==> src/rtl/instr_fetch_unit.sv <==
// Instruction fetch initiator: owns the PC, reads instruction memory every cycle,
// and buffers {pc, instr} pairs in a small prefetch FIFO for the decode stage.
module instr_fetch_unit #(
    parameter logic [31:0] RESET_PC = 32'h0000_0000,
    parameter int unsigned DEPTH    = 2
) (
    input  logic        clk,
    input  logic        rst,
    output logic [31:0] imem_addr,
    input  logic [31:0] imem_rdata,
    input  logic        redirect_valid,
    input  logic [31:0] redirect_pc,
    output logic [31:0] instr_o,
    output logic [31:0] pc_o,
    output logic [31:0] pc_plus4_o,
    output logic        valid_o,
    input  logic        ready_i
);

    localparam int unsigned AW = $clog2(DEPTH);
    localparam logic [AW:0] FULL = (AW+1)'(DEPTH);

    logic [31:0]   pc_q;
    logic [31:0]   pc_buf    [DEPTH];
    logic [31:0]   instr_buf [DEPTH];
    logic [AW-1:0] rd_ptr;
    logic [AW-1:0] wr_ptr;
    logic [AW:0]   count;
    logic          push;
    logic          pop;

    assign imem_addr  = pc_q;
    assign valid_o    = (count != '0);
    assign instr_o    = instr_buf[rd_ptr];
    assign pc_o       = pc_buf[rd_ptr];
    assign pc_plus4_o = pc_o + 32'd4;

    // A full FIFO still accepts a new word when the head leaves in the same cycle.
    always_comb begin
        pop  = valid_o & ready_i;
        push = ~redirect_valid & ((count < FULL) | pop);
    end

    always_ff @(posedge clk or negedge rst) begin
        if (!rst) begin
            pc_q   <= RESET_PC;
            rd_ptr <= '0;
            wr_ptr <= '0;
            count  <= '0;
            for (int unsigned i = 0; i < DEPTH; i++) begin
                pc_buf[i]    <= '0;
                instr_buf[i] <= '0;
            end
        end else if (redirect_valid) begin
            pc_q   <= {redirect_pc[31:2], 2'b00};
            rd_ptr <= '0;
            wr_ptr <= '0;
            count  <= '0;
        end else begin
            if (push) begin
                pc_buf[wr_ptr]    <= pc_q;
                instr_buf[wr_ptr] <= imem_rdata;
                wr_ptr            <= wr_ptr + AW'(1);
                pc_q              <= pc_q + 32'd4;
            end
            if (pop) begin
                rd_ptr <= rd_ptr + AW'(1);
            end
            if (push && !pop) begin
                count <= count + (AW+1)'(1);
            end else if (pop && !push) begin
                count <= count - (AW+1)'(1);
            end
        end
    end

endmodule

==> config.mk <==
export PLATFORM = sky130hd
export DESIGN_NAME = instr_fetch_unit
export DESIGN_NICKNAME = d
export VERILOG_FILES = /design/src/rtl/instr_fetch_unit.sv
export SDC_FILE = /design/constraint.sdc
export NUM_CORES = 1
export LEC_CHECK = 0
export ABC_AREA = 1
export BUFFER_PORTS_ARGS = -buffer_cell sky130_fd_sc_hd__buf_2
export CAP_MARGIN = 20
export CORE_ASPECT_RATIO = 1.5
export CORE_MARGIN = 2
export CORE_UTILIZATION = 35
export CTS_BUF_LIST = sky130_fd_sc_hd__clkbuf_16
export DETAILED_ROUTE_END_ITERATION = 7
export GPL_ROUTABILITY_DRIVEN = 0
export PLACE_DENSITY = 0.61
export SKIP_LAST_GASP = 1
export SYNTH_ARGS = -nofsm -noshare
export SYNTH_HDL_FRONTEND = slang
export SYNTH_SLANG_ARGS = --single-unit
==> constraint.sdc <==
create_clock -name clk -period 4.2 [get_ports clk]
set_input_delay 0.42 -clock clk [delete_from_list [all_inputs] [get_ports clk]]
set_output_delay 0.42 -clock clk [all_outputs]
set_load 0.01 [all_outputs]
==> flow_summary.yaml <==
synthesis:
  yosysTopAreaCellShare_pct: 42.91
  yosysWarnings: 0
  synth_cell_type_count: 33
  mappedNetlistArea_um2: 9215
  synthTopCellsByArea: "dfrtp_1 (43%), nand2_1 (24%), o21ai_0 (8.1%), inv_1 (6.1%), nor2_1 (4.2%)"
  netlist_instances: 1357
  ys_ff_latch: 158
  ys_seq_area_share_pct: 42.91
  yosysTopAreaCell: "dfrtp_1"
  postSynthAreaPerCell_um2: 6.791
die:
  die_area_um2: 27670
  initial_core_util_pct: 35.64
  die_y_um: 202.7
  boundaryPins: 197
  die-width_um: 136.5
  rows: 72
  core_area_um2: 25850
cts:
  cts_resized: 0
  postCtsHoldBufs: 0
  clockBufferDepth: 2
  clk_pin_slew_ns: 0.06
  post_cts_buffers: 0
  numClockSinks: 158
  cts_tree: "built"
  cts-root-buf: "clkbuf_16"
  clk_latency_ns: 0.43
  htreeDepth: 4
  cts_buffers: 17
route:
  dr.first_iter.drc_count: 422
  totalWireLength_mm: 26.84
  drc: 0
  vias_per_cell: 4.738
  dr.pass1.iters: 5
  num_vias: 8826
  antenna_left: 0
  wl_per_cell_um: 14.41
timing:
  worst_pin_slew_ns: 0.7967
  maxSlewViolCount: 0
  finalSetupViolCount: 0
  setup_ws_ns: 0.6716
  fmax_ghz: 0.2834
  fin_setup_tns_ns: 0
  hold_violations: 0
  holdWs_ns: 0.01057
  fin_crit_sh_pct: 84.01
  fin_crit_ns: 3.528
  relSlewSlack_pct: 46.83
  skew_ns: 0.007389
  rsz0062_at_grt: "false"
worst_setup_path:
  rr_worst_depth: 8
  arrival_ns: 3.11
  r2r_start: "imem_addr[3]"
  startpoint_type: "flip-flop"
  ff2ff_setup_slack_ns: 2.03
  worstSetupPathType: "reg2out"
  crit_path_end_kind: "output pin"
  required_ns: 3.78
  critPathSlowestCell: "nor3_1"
  cp_max_fo: 43
  worstReg2RegEnd: "imem_addr[24]"
  cpMostUsedCell: "nand2_1"
  path_cells: "buf_4, buf_4, nand2_1, nand2_1, nand2_2, nor3_1, nand2_1, xor2_1, buf_2"
  slowest_delay_ns: 0.54
place:
  pre_cts_slack_ns: 1.101
  port_buffers: 188
  hpwlAfterDp_mm: 20.22
  place_inst: 1833
  placed_area_um2: 10280
global_routing:
  grt_pass1_wl_mm: 42.72
  grt_usage_pct: 19.85
  grt_pass1_vias: 8339
  grt_max_degree: 74
  grt-ovfl-total: 0
  antenna_found_initial: 3
power:
  ir_worst_vdd_uv: 362.1
  powerDensity_nw_per_um2: 470.9
  cellLeakagePower_nw: 5.771
final_layout:
  antenna_cells: 0
  nets: 1589
  areaGrowthSynthToFinish_pct: 17.80
  fillers: 2786
  drive_gt1_share_pct: 17.32
  final_cell_count_no_fill: 1863
  finish.instance_area_um2: 10860
run:
  maxCapViolCount: 0
outcome:
  status: "finished clean"
hold_path:
  hp-class: "in2async"
-- cell usage after synthesis --
cell / number
nand2_4: 3
o221ai_1: 1
nor3_1: 1
xor2_1: 15
nand4_1: 14
clkbuf_1: 19
nor2_1: 102
clkbuf_2: 1
inv_4: 1
nand3b_1: 2
conb_1: 1
o21ai_0: 149
ha_1: 2
nor2_4: 1
nor2_2: 14
buf_6: 20
inv_1: 149
nand2_2: 14
or2_2: 3
o21ai_1: 7
dfrtp_1: 158
a31oi_1: 2
inv_2: 1
nand3_1: 58
a21oi_1: 4
o21ai_2: 2
buf_1: 5
o211ai_1: 6
buf_2: 5
and2_1: 1
nand2_1: 585
buf_4: 9
o22ai_1: 2
-- logic make-up after synthesis --
logic type	after synthesis	share of synthesized area, %
simple gates	798	34.96
buf+inv	210	10.66
compound gates	173	9.735
flops	158	42.91
xor+xnor	15	1.426
fa+ha+maj	2	0.2715
other cells	1	0.04069
-- worst max-delay path: cells and delay by family, from the launching register on --
family / cells / cell delay (ns)
simple gates: 5 / 1.11
flops: 1 / 0.36
xor+xnor: 1 / 0.16
buf+inv: 3 / 1.05
-- routing by layer --
layer  global-route usage, %  share of wire (%)
met1                   22.64                 40
met2                   34.48                 50
met3                   4.395                5.3
met4                   9.896                4.2
met5                       0               0.11
-- cell usage in the layout (no fill, tap or decap), types with 4 or more instances in the layout --
cell | netlist | layout
o21ai_1 | 7 | 7
xor2_1 | 15 | 15
nor2_1 | 102 | 102
buf_4 | 9 | 7
nand3_1 | 58 | 58
nor2_2 | 14 | 14
clkinvlp_4 | 0 | 4
clkbuf_16 | 0 | 17
nand4_1 | 14 | 14
nand2_2 | 14 | 14
conb_1 | 1 | 6
a21oi_1 | 4 | 4
inv_1 | 149 | 150
buf_2 | 5 | 187
o211ai_1 | 6 | 6
dfrtp_1 | 158 | 157
nand2_1 | 585 | 585
o21ai_0 | 149 | 149
-- layout make-up --
type	instances	area (um^2)	area share [%]
repair buffers	197	1040	9.578
inverters	151	569.3	5.244
multi-input cells	994	4298	39.59
clock inverters	13	151.4	1.395
clock buffers	17	425.4	3.919
flip-flops and latches	158	3955	36.43
well taps	333	416.7	3.838
-- sequential cells by signal, summed over array words and instances, names as in the netlist --
signal and flops:
wr_ptr 1, instr_buf 64, imem_addr 30, pc_buf 60
count 2, rd_ptr 1
-- worst max path at each step --
| stage | start | depth (start not counted) | endpoint |
|---|---|---|---|
| floorplan | rd_ptr | 8 | pc_plus4_o[16] |
| global placement | rd_ptr | 9 | pc_plus4_o[16] |
| detailed placement | rd_ptr | 9 | pc_plus4_o[16] |
| CTS | rd_ptr | 9 | pc_plus4_o[16] |
| global route | rd_ptr | 10 | pc_plus4_o[24] |
| finish | rd_ptr | 9 | pc_plus4_o[16] |
-- stage by stage --
step | power [mW] | util, %
after CTS | 5.172 | 41.99
after global routing | 5.476 | 41.99
after global placement | 3.582 | 39.76
after floorplan | 3.053 | -
final | 5.112 | 41.99
after detailed placement | 3.623 | 39.76
-- power by group --
group	total [mW]	internal, mW	leakage (nW)	switching [mW]
logic	1.51	0.528	3.55	0.981
clock network	1.53	0.919	0.275	0.611
registers	2.07	1.85	1.94	0.227
total	5.11	3.29	5.77	1.82
No activity file was read; power rests on OpenSTA's default activity.
